===== config.mk =====
export PLATFORM = sky130hd
export DESIGN_NAME = unified_memory_arbiter_flat
export DESIGN_NICKNAME = d
export VERILOG_FILES = /design/src/rtl/unified_memory_arbiter_pkg.sv /design/src/rtl/unified_memory_arbiter_if.sv /design/src/rtl/unified_memory_arbiter_grant_select.sv /design/src/rtl/unified_memory_arbiter.sv /design/src/flat_wrapper.sv
export SDC_FILE = /design/constraint.sdc
export NUM_CORES = 1
export LEC_CHECK = 0
export ABC_AREA = 1
export CORE_MARGIN = 2
export CORE_UTILIZATION = 30
export CTS_CLUSTER_DIAMETER = 40
export DETAILED_ROUTE_END_ITERATION = 10
export PLACE_DENSITY = 0.65
export SYNTH_ARGS = -nofsm -noshare
export SYNTH_HDL_FRONTEND = slang
export SYNTH_SLANG_ARGS = --single-unit
export TNS_END_PERCENT = 100

===== constraint.sdc =====
create_clock -name system_clock -period 10.23 [get_ports system_clock]
set_input_delay 2.046 -clock system_clock [delete_from_list [all_inputs] [get_ports system_clock]]
set_output_delay 2.046 -clock system_clock [all_outputs]
set_load 0.05 [all_outputs]

===== src/rtl/unified_memory_arbiter_pkg.sv =====
// Shared types for the unified memory arbiter.
// Holds FSM state encodings, owner IDs and small helpers.
`ifndef UNIFIED_MEMORY_ARBITER_PKG_SV
`define UNIFIED_MEMORY_ARBITER_PKG_SV
package unified_memory_arbiter_pkg;

   localparam int DEFAULT_ADDRESS_WIDTH  = 32;
   localparam int DEFAULT_DATA_WIDTH     = 32;
   localparam int DEFAULT_MEMORY_LATENCY = 2;

   typedef enum logic [1:0] {
      ST_IDLE    = 2'd0,
      ST_ISSUE   = 2'd1,
      ST_WAIT    = 2'd2,
      ST_RESPOND = 2'd3
   } arb_state_e;

   typedef enum logic {
      OWNER_FETCH = 1'b0,
      OWNER_DATA  = 1'b1
   } owner_e;

   // The port that should win a tie after `o` was last granted.
   function automatic owner_e other_owner(input owner_e o);
      return (o == OWNER_FETCH) ? OWNER_DATA : OWNER_FETCH;
   endfunction

endpackage
`endif


===== src/rtl/unified_memory_arbiter_if.sv =====
// Bus bundle between fetch port, data port, memory and arbiter.
// slave = arbiter view, master = surrounding core/memory view.
interface unified_memory_arbiter_if #(
   parameter int ADDRESS_WIDTH = 32,
   parameter int DATA_WIDTH    = 32
);
   logic                     fetch_request;
   logic [ADDRESS_WIDTH-1:0] fetch_address;
   logic                     fetch_ready;
   logic [DATA_WIDTH-1:0]    fetch_read_data;

   logic                     data_request;
   logic                     data_write_enable;
   logic [ADDRESS_WIDTH-1:0] data_address;
   logic [DATA_WIDTH-1:0]    data_write_data;
   logic                     data_ready;
   logic [DATA_WIDTH-1:0]    data_read_data;

   logic                     memory_enable;
   logic                     memory_write_enable;
   logic [ADDRESS_WIDTH-1:0] memory_address;
   logic [DATA_WIDTH-1:0]    memory_write_data;
   logic [DATA_WIDTH-1:0]    memory_read_data;

   logic                     busy;

   modport slave (
      input  fetch_request,
      input  fetch_address,
      output fetch_ready,
      output fetch_read_data,
      input  data_request,
      input  data_write_enable,
      input  data_address,
      input  data_write_data,
      output data_ready,
      output data_read_data,
      output memory_enable,
      output memory_write_enable,
      output memory_address,
      output memory_write_data,
      input  memory_read_data,
      output busy
   );

   modport master (
      output fetch_request,
      output fetch_address,
      input  fetch_ready,
      input  fetch_read_data,
      output data_request,
      output data_write_enable,
      output data_address,
      output data_write_data,
      input  data_ready,
      input  data_read_data,
      input  memory_enable,
      input  memory_write_enable,
      input  memory_address,
      input  memory_write_data,
      output memory_read_data,
      input  busy
   );
endinterface


===== src/rtl/unified_memory_arbiter_grant_select.sv =====
// Two-way round-robin picker for the unified memory arbiter.
// A sole requester wins; a tie goes opposite the last grant.
module memory_grant_select
   import unified_memory_arbiter_pkg::*;
(
   input  logic   fetch_request,
   input  logic   data_request,
   input  owner_e last_grant,
   output logic   grant_valid,
   output owner_e grant_owner
);

   // Pick the winner from the current requests and last grant.
   always_comb begin
      grant_valid = fetch_request | data_request;
      grant_owner = OWNER_FETCH;
      unique case (1'b1)
         (fetch_request & ~data_request): grant_owner = OWNER_FETCH;
         (data_request & ~fetch_request): grant_owner = OWNER_DATA;
         (fetch_request & data_request):  grant_owner = other_owner(last_grant);
         default:                         grant_owner = OWNER_FETCH;
      endcase
   end

endmodule


===== src/rtl/unified_memory_arbiter.sv =====
// Unified memory arbiter: shares one fixed-latency memory between
// instruction fetch (read-only) and load/store (read/write) ports.
module unified_memory_arbiter
   import unified_memory_arbiter_pkg::*;
#(
   parameter int ADDRESS_WIDTH  = DEFAULT_ADDRESS_WIDTH,
   parameter int DATA_WIDTH     = DEFAULT_DATA_WIDTH,
   parameter int MEMORY_LATENCY = DEFAULT_MEMORY_LATENCY
) (
   input logic                    system_clock,
   input logic                    reset,
   unified_memory_arbiter_if.slave bus
);

   localparam int CW = $clog2(MEMORY_LATENCY + 1);
   typedef logic [CW-1:0] cnt_t;
   localparam cnt_t CNT_LOAD = cnt_t'(MEMORY_LATENCY - 1);

   if (MEMORY_LATENCY < 1) begin : g_bad_latency
      $error("MEMORY_LATENCY must be at least 1");
   end

   arb_state_e               state_q, state_d;
   cnt_t                     cnt_q, cnt_d;
   owner_e                   last_q, last_d;
   owner_e                   owner_q, owner_d;
   logic                     is_write_q, is_write_d;

   logic                     men_q, men_d;
   logic                     mwe_q, mwe_d;
   logic [ADDRESS_WIDTH-1:0] maddr_q, maddr_d;
   logic [DATA_WIDTH-1:0]    mwdata_q, mwdata_d;

   logic                     fready_q, fready_d;
   logic                     dready_q, dready_d;
   logic [DATA_WIDTH-1:0]    frd_q, frd_d;
   logic [DATA_WIDTH-1:0]    drd_q, drd_d;
   logic                     busy_q, busy_d;

   logic                     grant_valid;
   owner_e                   grant_owner;

   memory_grant_select u_grant (
      .fetch_request (bus.fetch_request),
      .data_request  (bus.data_request),
      .last_grant    (last_q),
      .grant_valid   (grant_valid),
      .grant_owner   (grant_owner)
   );

   // State register plus every registered output and payload latch.
   always_ff @(posedge system_clock or posedge reset) begin
      if (reset) begin
         state_q    <= ST_IDLE;
         cnt_q      <= '0;
         last_q     <= OWNER_DATA;
         owner_q    <= OWNER_FETCH;
         is_write_q <= 1'b0;
         men_q      <= 1'b0;
         mwe_q      <= 1'b0;
         maddr_q    <= '0;
         mwdata_q   <= '0;
         fready_q   <= 1'b0;
         dready_q   <= 1'b0;
         frd_q      <= '0;
         drd_q      <= '0;
         busy_q     <= 1'b0;
      end else begin
         state_q    <= state_d;
         cnt_q      <= cnt_d;
         last_q     <= last_d;
         owner_q    <= owner_d;
         is_write_q <= is_write_d;
         men_q      <= men_d;
         mwe_q      <= mwe_d;
         maddr_q    <= maddr_d;
         mwdata_q   <= mwdata_d;
         fready_q   <= fready_d;
         dready_q   <= dready_d;
         frd_q      <= frd_d;
         drd_q      <= drd_d;
         busy_q     <= busy_d;
      end
   end

   // Next-state and next-output logic; memory strobe and ready
   // pulses default low so they last exactly one cycle.
   always_comb begin
      state_d    = state_q;
      cnt_d      = cnt_q;
      last_d     = last_q;
      owner_d    = owner_q;
      is_write_d = is_write_q;
      men_d      = 1'b0;
      mwe_d      = 1'b0;
      maddr_d    = '0;
      mwdata_d   = '0;
      fready_d   = 1'b0;
      dready_d   = 1'b0;
      frd_d      = frd_q;
      drd_d      = drd_q;

      unique case (state_q)
         ST_IDLE: begin
            if (grant_valid) begin
               state_d = ST_ISSUE;
               owner_d = grant_owner;
               last_d  = grant_owner;
               men_d   = 1'b1;
               if (grant_owner == OWNER_FETCH) begin
                  maddr_d = bus.fetch_address;
               end else begin
                  maddr_d  = bus.data_address;
                  mwe_d    = bus.data_write_enable;
                  mwdata_d = bus.data_write_data;
               end
               is_write_d = mwe_d;
            end
         end
         ST_ISSUE: begin
            cnt_d   = CNT_LOAD;
            state_d = ST_WAIT;
         end
         ST_WAIT: begin
            if (cnt_q == '0) begin
               state_d = ST_RESPOND;
               if (owner_q == OWNER_FETCH) begin
                  fready_d = 1'b1;
                  if (!is_write_q) frd_d = bus.memory_read_data;
               end else begin
                  dready_d = 1'b1;
                  if (!is_write_q) drd_d = bus.memory_read_data;
               end
            end else begin
               cnt_d = cnt_q - cnt_t'(1);
            end
         end
         ST_RESPOND: begin
            state_d = ST_IDLE;
         end
         default: begin
            state_d = ST_IDLE;
         end
      endcase

      busy_d = (state_d != ST_IDLE);
   end

   assign bus.memory_enable       = men_q;
   assign bus.memory_write_enable = mwe_q;
   assign bus.memory_address      = maddr_q;
   assign bus.memory_write_data   = mwdata_q;
   assign bus.fetch_ready         = fready_q;
   assign bus.fetch_read_data     = frd_q;
   assign bus.data_ready          = dready_q;
   assign bus.data_read_data      = drd_q;
   assign bus.busy                = busy_q;

endmodule


===== src/flat_wrapper.sv =====
// flat-port wrapper written by rule: the top's interface ports become plain ports
module unified_memory_arbiter_flat import unified_memory_arbiter_pkg::*;
#(
   parameter int ADDRESS_WIDTH  = DEFAULT_ADDRESS_WIDTH,
   parameter int DATA_WIDTH     = DEFAULT_DATA_WIDTH,
   parameter int MEMORY_LATENCY = DEFAULT_MEMORY_LATENCY
)
  (system_clock, reset, bus_fetch_request, bus_fetch_address, bus_fetch_ready, bus_fetch_read_data, bus_data_request, bus_data_write_enable, bus_data_address, bus_data_write_data, bus_data_ready, bus_data_read_data, bus_memory_enable, bus_memory_write_enable, bus_memory_address, bus_memory_write_data, bus_memory_read_data, bus_busy);
  unified_memory_arbiter_if #(.ADDRESS_WIDTH(ADDRESS_WIDTH), .DATA_WIDTH(DATA_WIDTH)) bus_i ();
  input logic system_clock;
  input logic reset;
  input wire logic [$bits(bus_i.fetch_request)-1:0] bus_fetch_request;
  input wire logic [$bits(bus_i.fetch_address)-1:0] bus_fetch_address;
  output wire logic [$bits(bus_i.fetch_ready)-1:0] bus_fetch_ready;
  output wire logic [$bits(bus_i.fetch_read_data)-1:0] bus_fetch_read_data;
  input wire logic [$bits(bus_i.data_request)-1:0] bus_data_request;
  input wire logic [$bits(bus_i.data_write_enable)-1:0] bus_data_write_enable;
  input wire logic [$bits(bus_i.data_address)-1:0] bus_data_address;
  input wire logic [$bits(bus_i.data_write_data)-1:0] bus_data_write_data;
  output wire logic [$bits(bus_i.data_ready)-1:0] bus_data_ready;
  output wire logic [$bits(bus_i.data_read_data)-1:0] bus_data_read_data;
  output wire logic [$bits(bus_i.memory_enable)-1:0] bus_memory_enable;
  output wire logic [$bits(bus_i.memory_write_enable)-1:0] bus_memory_write_enable;
  output wire logic [$bits(bus_i.memory_address)-1:0] bus_memory_address;
  output wire logic [$bits(bus_i.memory_write_data)-1:0] bus_memory_write_data;
  input wire logic [$bits(bus_i.memory_read_data)-1:0] bus_memory_read_data;
  output wire logic [$bits(bus_i.busy)-1:0] bus_busy;
  assign bus_i.fetch_request = bus_fetch_request;
  assign bus_i.fetch_address = bus_fetch_address;
  assign bus_fetch_ready = bus_i.fetch_ready;
  assign bus_fetch_read_data = bus_i.fetch_read_data;
  assign bus_i.data_request = bus_data_request;
  assign bus_i.data_write_enable = bus_data_write_enable;
  assign bus_i.data_address = bus_data_address;
  assign bus_i.data_write_data = bus_data_write_data;
  assign bus_data_ready = bus_i.data_ready;
  assign bus_data_read_data = bus_i.data_read_data;
  assign bus_memory_enable = bus_i.memory_enable;
  assign bus_memory_write_enable = bus_i.memory_write_enable;
  assign bus_memory_address = bus_i.memory_address;
  assign bus_memory_write_data = bus_i.memory_write_data;
  assign bus_i.memory_read_data = bus_memory_read_data;
  assign bus_busy = bus_i.busy;
  unified_memory_arbiter #(.ADDRESS_WIDTH(ADDRESS_WIDTH), .DATA_WIDTH(DATA_WIDTH), .MEMORY_LATENCY(MEMORY_LATENCY)) u_core (.system_clock(system_clock), .reset(reset), .bus(bus_i));
endmodule

# Word-level counts from Yosys, hierarchy flattened
# Index checks and enable logic that the tools add are counted.
[op_classes]
n_reduce_logical = 8
bitwise = 6
n_mux = 24
n_eq_ne = 4
addsub = 1
[ops]
columns = ["operator", "count"]
rows = [
  ["$mux W32", 6],
  ["$mux W1", 12],
  ["$pmux W2 S4", 1],
  ["$reduce_and A4 Y1", 2],
  ["$mux W2", 3],
  ["$eq A2 B2 Y1 const B", 2],
  ["$logic_not A2 Y1", 2],
  ["$pmux W2 S2", 1],
  ["$reduce_and A2 Y1", 2],
  ["$reduce_bool A2 Y1", 2],
  ["$not A1 Y1", 3],
  ["$and A1 B1 Y1", 2],
  ["$eq A2 B1 Y1 const B", 1],
  ["$ne A2 B2 Y1 const B", 1],
  ["$pmux W1 S2", 1],
  ["$sub A2 B1 Y2 const B", 1],
  ["$or A1 B1 Y1", 1],
]
[word_totals]
elab_cells = 57
ff_bits = 140
input_bits = 133
output_inout_bits = 133

# Depth between registers and ports, before layout
# Gate-level depths: netlist (run 1).
[logic_depth]
word_depth = 6
mapped_depth = 8
mapped_depth_nobuf = 7

# Modules after synthesis
# A second synthesis (run 1) with hierarchy kept.
[hier_totals]
cells_unflattened = 573
hier_area_um2 = 5392.7
[by_module_without_submodules]
columns = ["mod", "cells_each", "seq_area_each_um2", "area_each_um2", "n_inst"]
rows = [
  ["unified_memory_arbiter", 570, 3504.6, 5377.7, 1],
  ["memory_grant_select", 3, 0.0, 15.0, 1],
]

# Worst setup path after synthesis (run 1)
# No wires, ideal clock.
[synth_path]
kind = "in2reg"
start = "input bus_data_request"
end = "register u_core.maddr_q[24] (netlist: u_core.bus.memory_address[24])"
path_buffers = 2
arrival_ps = 2675
setup_time_ps = 119
t_required_ps = 10111
path_stages = 6
slack_ps = 7436
cell_sequence = "buf_2 > nor2_1 > nor2_4 > buf_6 > nand2_1 > nor2_1"
[synth_between]
elab_chain_cells = 5
elab_cells_between_ends = 7
classes_between = "mux (4); bitwise (3)"
[synth_rtl]
columns = ["element", "line_no", "rtl"]
rows = [
  ["start: declaration", "flat_wrapper.sv:16", "input wire logic [$bits(bus_i.data_request)-1:0] bus_data_request;"],
  ["$and A1 B1 Y1 (on tied branches)", "unified_memory_arbiter_grant_select.sv:20, unified_memory_arbiter_grant_select.sv:19", ""],
  ["$pmux W1 S2", "unified_memory_arbiter_grant_select.sv:17", "unique case (1'b1)"],
  ["$mux W32", "unified_memory_arbiter.sv:110", "if (grant_owner == OWNER_FETCH) begin"],
  ["$mux W32 (*)", "unified_memory_arbiter.sv:105", "if (grant_valid) begin"],
  ["$mux W32 (*)", "unified_memory_arbiter.sv:103", "unique case (state_q)"],
  ["net u_core.maddr_d[24]", "unified_memory_arbiter.sv:31", "logic [ADDRESS_WIDTH-1:0] maddr_q, maddr_d;"],
  ["end signal: assignment", "unified_memory_arbiter.sv:76", "maddr_q <= maddr_d;"],
  ["end: declaration", "unified_memory_arbiter.sv:31", ""],
]
# The timed path passes the listed nets; every way through them passes the cells marked *.
# A chain may end at the register's enable or synchronous reset.

# Worst setup path after layout (run 1)
[layout_path]
start = "input bus_fetch_request"
end = "register u_core.mwdata_q[8] (netlist: u_core.bus.memory_write_data[8])"
[layout_between]
elab_chain_cells = 6
elab_cells_between_ends = 8
classes_between = "mux (4); bitwise (4)"
[layout_rtl]
columns = ["element", "line_no", "rtl"]
rows = [
  ["start: declaration", "flat_wrapper.sv:12", "input wire logic [$bits(bus_i.fetch_request)-1:0] bus_fetch_request;"],
  ["$not A1 Y1", "unified_memory_arbiter_grant_select.sv:19", "(data_request & ~fetch_request): grant_owner = OWNER_DATA;"],
  ["$and A1 B1 Y1", "unified_memory_arbiter_grant_select.sv:19", ""],
  ["$pmux W1 S2", "unified_memory_arbiter_grant_select.sv:17", ""],
  ["$mux W32", "unified_memory_arbiter.sv:110", ""],
  ["$mux W32 (*)", "unified_memory_arbiter.sv:105", ""],
  ["$mux W32 (*)", "unified_memory_arbiter.sv:103", ""],
  ["net u_core.mwdata_d[8]", "unified_memory_arbiter.sv:32", "logic [DATA_WIDTH-1:0] mwdata_q, mwdata_d;"],
  ["end signal: assignment", "unified_memory_arbiter.sv:77", "mwdata_q <= mwdata_d;"],
  ["end: declaration", "unified_memory_arbiter.sv:32", ""],
]
# Marked as above.

==> impl_metrics.json, run 1 <==
{
  "final_cell_mix": "clkdlybuf4s50_1, nand2_1, dfrtp_1",
  "nFillCells": 1777,
  "clockRootBuffer": "clkbuf_16",
  "drive_gt1_share_pct": 5.188,
  "post_cts_buffers": 0,
  "hold_class": "reg -> reg",
  "first_iter_violations": 252,
  "worst_setup_path_start_kind": "input port",
  "critical_path_class": "in -> reg",
  "finalCritPeriodShare_pct": 40.84,
  "tns_ns": 0,
  "yosysTopAreaCellShare_pct": 60.79,
  "syn_area_mm2": 0.005722,
  "multiInputGateArea_mm2": 0.001692,
  "drt-total-wl_mm": 16.60,
  "grt_use_total_pct": 16.58,
  "diodes": 0,
  "place_inst": 1108,
  "core-area_mm2": 0.01871,
  "clkLatencyLatePin_ns": 0.40,
  "grt_pass1_wl_mm": 25.92,
  "grt_overflow": 0,
  "drc": 0,
  "die_h_um": 142.1,
  "whs_path_depth": 2,
  "worst_pin_slew_ns": 1.175,
  "layout_setup_ws_ns": 6.052,
  "drv_cap": 0,
  "ys_warn_count": 0,
  "post_cts_resize_count": 0,
  "cts_tree": "yes",
  "yosysTopAreaCell": "dfrtp_1",
  "min_period_ns": 4.178,
  "total_power_mw": 3.117,
  "avgRoutedWirePerCell_um": 14.56,
  "hold_viol_final": 0,
  "antenna_found_initial": 0,
  "cts_buffers": 17,
  "status": "finished, final reports clean",
  "pin_count": 266,
  "peakVddDrop_mv": 0.1198,
  "cp.required_ns": 10.56,
  "hp-start": "u_core.bus.data_read_data[13]$_DFFE_PP0P_",
  "p_per_area_mw_per_mm2": 342.1,
  "finalSetupViolCount": 0,
  "first_pass_iters": 4,
  "cts_hold_buf": 0,
  "end_kind": "register",
  "skew_ns": 0.006533,
  "cp_max_fo": 66,
  "layout_commonest_cell": "clkdlybuf4s50_1",
  "power.leakage_nw": 4.483,
  "avgSynthCellArea_um2": 8.885,
  "vias_per_cell": 4.370,
  "synth_area_leaders": "dfrtp_1, nand2_1, nand3_1, inv_1, nor2_1",
  "yosysUniqueCellTypes": 19,
  "r2r_end": "u_core.bus.fetch_read_data[25]$_DFFE_PP0P_",
  "rows": 50,
  "grt_start_max_net_pins": 74,
  "grt_pass1_vias": 4766,
  "portBuffers": 265,
  "seq_area_frac_synth_pct": 61.25,
  "max_freq_mhz": 239.4,
  "num-nets-final": 1030,
  "ys_ff_latch": 140,
  "regArea_mm2": 0.003505,
  "area_delta_synth_final_pct": 59.26,
  "maxSlewHeadroom_pct": 21.47,
  "place.detailed.hpwl_mm": 11.36,
  "rsz0062_at_grt": "false",
  "h-tree-depth": 4,
  "gp_congestion": 0.7758,
  "hold_path_end": "u_core.bus.data_read_data[13]$_DFFE_PP0P_",
  "num_vias": 4982,
  "final_cells": 1140,
  "cts_sinks": 140,
  "r2r_slack_ns": 7.59,
  "cp_data_arrival_time_ns": 4.50,
  "synth_cells": 644,
  "syn_nets": 781,
  "reg2regPathDepth": 7,
  "start_util_pct": 30.59,
  "worstReg2RegStart": "u_core.state_q[0]$_DFF_PP0_",
  "ant_nets": 0,
  "dieArea_mm2": 0.02019,
  "place_ws_ns": 5.614,
  "die_x_um": 142.1,
  "clkTransAtPathRegs_ns": 0.06,
  "clk_path_buf_depth": 2,
  "slew_violations": 0
}
==> layer usage <==
metal  vias to the layer above  GRT usage (%)  wire length [um]
met5                         -              0                 0
met1                      2303          20.87              6959
li1                       2480              -                 -
met3                        16          6.326              1569
met2                       183          26.26              7797
met4                         0          5.579               274
==> report_power, final <==
group	switching (mW)	internal (mW)	leakage, nW
sequential	0.0979	0.759	1.79
combinational	1.10	0.480	2.37
clock	0.241	0.441	0.321
==> metrics by stage <==
step / hold slack (ns) / util, % / instance area, um^2
finish: 0.4687 / 48.72 / 9112
global route: 0.4883 / 48.72 / 9112
CTS: 0.4717 / 48.72 / 9112
detailed placement: 0.4572 / 45.21 / 8457
global placement: 0.4519 / 45.21 / 8457
floorplan: 0.4419 / - / 5722
==> kinds of logic (layout without fill, tap and decap cells) <==
family / after synthesis / after routing / synth area share (%)
and+or+nand+nor: 349 / 349 / 25.50
AOI/OAI and AO/OA: 36 / 36 / 3.149
adders and majority gates: 4 / 4 / 0.8747
DFF: 140 / 140 / 61.25
buffers and inverters: 115 / 377 / 9.228
==> worst max-delay path, stage by stage <==
cell	delay, ns
clkdlybuf4s50_1	0.46
nand2_2	0.84
nand3_1	0.57
buf_4	0.41
nor2_1	0.13
==> cell usage after synthesis <==
cell      instances
nand2_2           1
nand3_1          98
o21ai_0           4
nor2_1           68
nor2_4            2
nand3b_1          1
inv_1            73
buf_4             3
inv_2             3
nand4_1           1
nor2_2            1
nand2_1         177
a21oi_1          32
dfstp_2           1
buf_2            26
buf_6             7
ha_1              4
dfrtp_1         139
clkbuf_1          3
==> worst max path at each step <==
stage,startpoint,end,slack (ns),cells past startpoint
final,bus_fetch_request,u_core.bus.memory_write_data[8]$_DFF_PP0_,6.05,5
after global routing,bus_fetch_request,u_core.bus.memory_write_data[19]$_DFF_PP0_,5.83,5
after CTS,bus_fetch_request,u_core.bus.memory_write_data[8]$_DFF_PP0_,6.05,5
after detailed placement,bus_fetch_request,u_core.bus.memory_write_data[8]$_DFF_PP0_,5.61,5
after global placement,bus_fetch_request,u_core.bus.memory_write_data[16]$_DFF_PP0_,5.71,5
after floorplan,reset,u_core.bus.busy$_DFF_PP0_,4.43,1
==> flip-flops by register name (all words and copies together) (netlist names) <==
register	count
u_core.bus.memory_write_data	32
u_core.state_q	2
u_core.is_write_q	1
u_core.bus.data_read_data	32
u_core.cnt_q	2
u_core.bus.memory_enable	1
u_core.bus.memory_address	32
u_core.bus.fetch_ready	1
u_core.owner_q	1
u_core.bus.busy	1
u_core.last_q	1
u_core.bus.memory_write_enable	1
u_core.bus.data_ready	1
u_core.bus.fetch_read_data	32
==> area by class of cell <==
type                            instances  area share [%]
Clock inverter                         14           2.375
Timing Repair Buffer                  269           29.38
Tap cell                              234           3.213
Sequential cell                       140           38.46
Inverter                               76           3.185
Clock buffer                           18           4.819
Multi-Input combinational cell        389           18.56
Note: power is estimated with default switching activity, not from simulation.
==> inputs of run 2 (changes only) <==
==> constraint.sdc (replaced) <==
create_clock -name system_clock -period 4.15 [get_ports system_clock]
set_input_delay 0.83 -clock system_clock [delete_from_list [all_inputs] [get_ports system_clock]]
set_output_delay 0.83 -clock system_clock [all_outputs]
set_load 0.05 [all_outputs]
==> run 2 against run 1 <==
- total power rose by 140%
- wire length grew 0.18%
- global-route usage increased by 0.15 points
- critical path type is now reg -> reg
- critical endpoint is now u_core.bus.fetch_read_data[18]$_DFFE_PP0P_
- sequential power increased by 150%
- hold slack worse by 0.0019 ns
==> impl_metrics.json, run 2 (same netlist as run 1, synthesis figures left out) <==
{
  "status": "finished, final reports clean",
  "worst_pin_slew_ns": 1.136,
  "drive_gt1_share_pct": 5.702,
  "ant_nets": 0,
  "hold_class": "reg -> reg",
  "worst_setup_path_start_kind": "register",
  "clkLatencyLatePin_ns": 0.41,
  "gp_congestion": 0.7596,
  "grt_pass1_vias": 5071,
  "hp-start": "u_core.bus.data_read_data[9]$_DFFE_PP0P_",
  "final_cells": 1147,
  "max_freq_mhz": 385.0,
  "num_vias": 5102,
  "die_x_um": 142.1,
  "cp.required_ns": 4.44,
  "start_util_pct": 30.59,
  "place.detailed.hpwl_mm": 11.64,
  "avgRoutedWirePerCell_um": 14.50,
  "drt-total-wl_mm": 16.63,
  "dieArea_mm2": 0.02019,
  "hold_viol_final": 0,
  "maxSlewHeadroom_pct": 24.11,
  "min_period_ns": 2.597,
  "post_cts_buffers": 0,
  "final_cell_mix": "clkdlybuf4s50_1, nand2_1, dfrtp_1",
  "core-area_mm2": 0.01871,
  "cp_max_fo": 33,
  "finalSetupViolCount": 0,
  "p_comb_share_pct": 52.4,
  "drc": 0,
  "worstReg2RegStart": "u_core.state_q[0]$_DFF_PP0_",
  "p_int_mw": 3.908,
  "h-tree-depth": 4,
  "cts_hold_buf": 0,
  "place_inst": 1114,
  "first_iter_violations": 192,
  "cts_sinks": 140,
  "power.share.switching_pct": 47.67,
  "clockRootBuffer": "clkbuf_16",
  "area_delta_synth_final_pct": 58.63,
  "antenna_found_initial": 2,
  "num-nets-final": 1036,
  "peakVddDrop_mv": 0.2796,
  "grt_pass1_wl_mm": 26.30,
  "layout_commonest_cell": "clkdlybuf4s50_1",
  "clk_path_buf_depth": 2,
  "pin_count": 266,
  "grt_overflow": 0,
  "tns_ns": 0,
  "startpoint": "u_core.state_q[0]$_DFF_PP0_",
  "end_kind": "register",
  "total_power_mw": 7.468,
  "rsz0062_at_grt": "false",
  "place_ws_ns": 1.521,
  "portBuffers": 265,
  "critical_path_class": "reg -> reg",
  "final_core_util_pct": 48.52,
  "power.switching_mw": 3.560,
  "post_cts_resize_count": 0,
  "layout_setup_ws_ns": 1.553,
  "cts_buffers": 17,
  "rows": 50,
  "first_pass_iters": 4,
  "cts_tree": "yes",
  "grt_start_max_net_pins": 66,
  "power.leakage_nw": 4.453,
  "grt_use_total_pct": 16.73,
  "clkPwrFrac_pct": 19.3,
  "clkTransAtPathRegs_ns": 0.06,
  "drv_cap": 0,
  "power_frac_seq_pct": 28.3,
  "die_h_um": 142.1,
  "skew_ns": 0.005388,
  "finalCritPeriodShare_pct": 62.58,
  "p_per_area_mw_per_mm2": 822.8,
  "slew_violations": 0,
  "cp_data_arrival_time_ns": 2.89,
  "vias_per_cell": 4.448
}
## run 2: path summary, 6_finish.rpt
path / slack [ns] / end / depth (start not counted)
max: 1.55 / u_core.bus.fetch_read_data[18]$_DFFE_PP0P_ / 7
min reg2reg: 0.47 / u_core.bus.data_read_data[9]$_DFFE_PP0P_ / 2
max reg2reg: 1.55 / u_core.bus.fetch_read_data[18]$_DFFE_PP0P_ / 7
min in group asynchronous: 0.96 / u_core.bus.memory_write_data[5]$_DFF_PP0_ / 2
min: 0.47 / u_core.bus.data_read_data[9]$_DFFE_PP0P_ / 2
max in group asynchronous: 2.41 / u_core.bus.data_read_data[12]$_DFFE_PP0P_ / 3
## run 2: routing by layer
metal	GRT usage [%]	wire [um]	vias up
li1	-	-	2498
met1	19.67	6753	2389
met2	27.99	8009	195
met3	6.460	1572	20
met4	5.789	295	0
met5	0	0	-
## run 2: final cells by class
class	count	area, um^2
inverters	76	289.0
fillers	1805	9629
well taps	234	292.8
repair buffers	275	2735
flip-flops and latches	140	3505
clock inverters	13	117.6
multi-input cells	389	1692
clock buffers	19	442.9
diodes	1	2.502
## run 2: stage by stage
step	instance area [um^2]	hold slack [ns]
3_3_place_gp	8513	0.4531
6_report	9076	0.4668
4_1_cts	9074	0.4719
2_1_floorplan	5725	0.4419
3_5_place_dp	8513	0.4580
5_1_grt	9074	0.4910
## run 2: power groups by stage
stage          Sequential, mW  Combinational (mW)  Clock [mW]
3_5_place_dp             2.14                3.94           0
5_1_grt                  2.17                4.16        1.55
3_3_place_gp             2.13                3.91           0
2_1_floorplan            3.76               0.968           0
6_report                 2.12                3.91        1.44
4_1_cts                  2.12                3.95        1.48
## run 2: worst max-delay path: stages, from the launching register on
cell     delay, ns
dfrtp_1       0.38
inv_1         0.12
ha_1          0.22
nand2_1       0.12
inv_2         0.45
nand2_1       0.84
nand2_1       0.27
nand2_1       0.07
==> inputs of run 3 (changes only) <==
==> constraint.sdc (replaced) <==
create_clock -name system_clock -period 2.6 [get_ports system_clock]
set_input_delay 0.52 -clock system_clock [delete_from_list [all_inputs] [get_ports system_clock]]
set_output_delay 0.52 -clock system_clock [all_outputs]
set_load 0.05 [all_outputs]
==> run 3 against run 2 <==
- wire length barely moved
- core utilization rose by 0.80 points
- non-clock buffer count rose by 4
- total power rose by 65%
- sequential power rose by 59%
- die area did not move
- via count fell by 0.43%
- final area rose by 1.6%
- largest cell class unchanged
- largest power group unchanged
==> impl_metrics.json, run 3 (same netlist as run 1, synthesis figures left out) <==
{
  "status": "finished, final reports clean",
  "pin_count": 266,
  "cp_slowest_cell": "clkdlybuf4s50_1",
  "clkPwrFrac_pct": 21.2,
  "post_cts_buffers": 0,
  "p_comb_share_pct": 51.4,
  "final_cell_mix": "clkdlybuf4s50_1, nand2_1, dfrtp_1",
  "tns_ns": 0,
  "gp_congestion": 0.7793,
  "hold_viol_final": 0,
  "die_h_um": 142.1,
  "end_kind": "primary output",
  "cts_sinks": 140,
  "post_cts_resize_count": 0,
  "place_inst": 1118,
  "start_util_pct": 30.59,
  "skew_ns": 0.01079,
  "maxUsedRoutingLayer": "met4",
  "hold_class": "reg -> reg",
  "first_iter_violations": 191,
  "dr_wl_met2_mm": 7.979,
  "h-tree-depth": 4,
  "r2r_end": "u_core.bus.data_read_data[15]$_DFFE_PP0P_",
  "drc": 0,
  "finalCritPeriodShare_pct": 82.15,
  "area_delta_synth_final_pct": 61.23,
  "cp_data_arrival_time_ns": 1.62,
  "clk_path_buf_depth": 2,
  "min_period_ns": 2.136,
  "vias_per_cell": 4.417,
  "grt_pass1_wl_mm": 27.04,
  "postPlaceCellArea_mm2": 0.008593,
  "max_freq_mhz": 468.2,
  "startpoint": "u_core.bus.fetch_read_data[0]$_DFFE_PP0P_",
  "grt_overflow": 0,
  "dieArea_mm2": 0.02019,
  "layout_commonest_cell": "clkdlybuf4s50_1",
  "worst_setup_path_start_kind": "register",
  "drv_cap": 0,
  "hp-start": "u_core.bus.fetch_read_data[24]$_DFFE_PP0P_",
  "r2r_slack_ns": 0.86,
  "diodes": 0,
  "num-nets-final": 1040,
  "grt_start_max_net_pins": 55,
  "cts_buffers": 17,
  "grt_use_total_pct": 17.18,
  "die_x_um": 142.1,
  "crit_chain": "clkdlybuf4s50_1",
  "worstReg2RegStart": "u_core.state_q[0]$_DFF_PP0_",
  "final_cells": 1150,
  "power.leakage_nw": 4.540,
  "drive_gt1_share_pct": 6.223,
  "cp_max_fo": 2,
  "slowest_delay_ns": 0.83,
  "core-area_mm2": 0.01871,
  "num_vias": 5080,
  "maxSlewHeadroom_pct": 54.95,
  "reg2regPathDepth": 7,
  "worst_pin_slew_ns": 0.6734,
  "power.switching_mw": 5.728,
  "drt-total-wl_mm": 16.64,
  "antenna_found_initial": 0,
  "post-route-cell-area_mm2": 0.009225,
  "rsz0062_at_grt": "false",
  "avgRoutedWirePerCell_um": 14.47,
  "final_core_util_pct": 49.32,
  "place.detailed.hpwl_mm": 11.79,
  "clkLatencyLatePin_ns": 0.41,
  "power.share.switching_pct": 46.53,
  "grt_pass1_vias": 5188,
  "critPathTopFamily": "buffers and inverters",
  "p_per_area_mw_per_mm2": 1335,
  "critical_path_class": "reg -> out",
  "whs_path_depth": 2,
  "cts_hold_buf": 0,
  "cts_tree": "yes",
  "ant_nets": 0,
  "first_pass_iters": 4,
  "clkTransAtPathRegs_ns": 0.06,
  "peakVddDrop_mv": 0.4996,
  "wl_met3_mm": 1.508,
  "rows": 50,
  "p_int_mw": 6.583,
  "portBuffers": 265,
  "power_frac_seq_pct": 27.4,
  "total_power_mw": 12.31,
  "clockRootBuffer": "clkbuf_16",
  "finalSetupViolCount": 0,
  "met1_length_mm": 6.851,
  "cp.required_ns": 2.08,
  "cp_num_buf_inv": 1,
  "slew_violations": 0,
  "hold_path_end": "u_core.bus.fetch_read_data[24]$_DFFE_PP0P_"
}
run 3: power groups by stage:
stage	sequential, mW	combinational (mW)	clock (mW)
2_1_floorplan	6.00	1.55	0
5_1_grt	3.47	6.74	2.80
3_3_place_gp	3.39	6.34	0
3_5_place_dp	3.41	6.38	0
4_1_cts	3.38	6.40	2.68
6_report	3.37	6.33	2.62
run 3: worst max-delay path by stage:
stage,end,slack [ns],cells after the start
floorplan,u_core.bus.busy$_DFF_PP0_,0.33,1
global placement,u_core.bus.memory_write_data[18]$_DFF_PP0_,0.65,5
detailed placement,u_core.bus.memory_write_data[21]$_DFF_PP0_,0.60,5
CTS,bus_memory_address[22],0.43,1
global route,bus_memory_address[22],0.40,1
finish,bus_fetch_read_data[0],0.46,1
run 3: final cells by class:
type	instances	area, um^2
flip-flops and latches	140	3505
fillers	1785	9480
well taps	234	292.8
repair buffers	279	2815
clock buffers	17	425.4
inverters	76	289.0
multi-input cells	389	1692
clock inverters	15	206.4
run 3: metrics by stage:
stage          hold slack (ns)  setup slack, ns
2_1_floorplan           0.4419           0.3317
3_3_place_gp            0.4524           0.6479
3_5_place_dp            0.4573           0.5965
4_1_cts                 0.4730           0.4332
5_1_grt                 0.4840           0.3996
6_report                0.4674           0.4641
run 3: per-layer routing:
metal / GRT usage (%) / vias up
met1: 20.67 / 2355
li1: - / 2506
met4: 5.895 / 0
met2: 28.35 / 198
met3: 6.460 / 21
met5: 0 / -
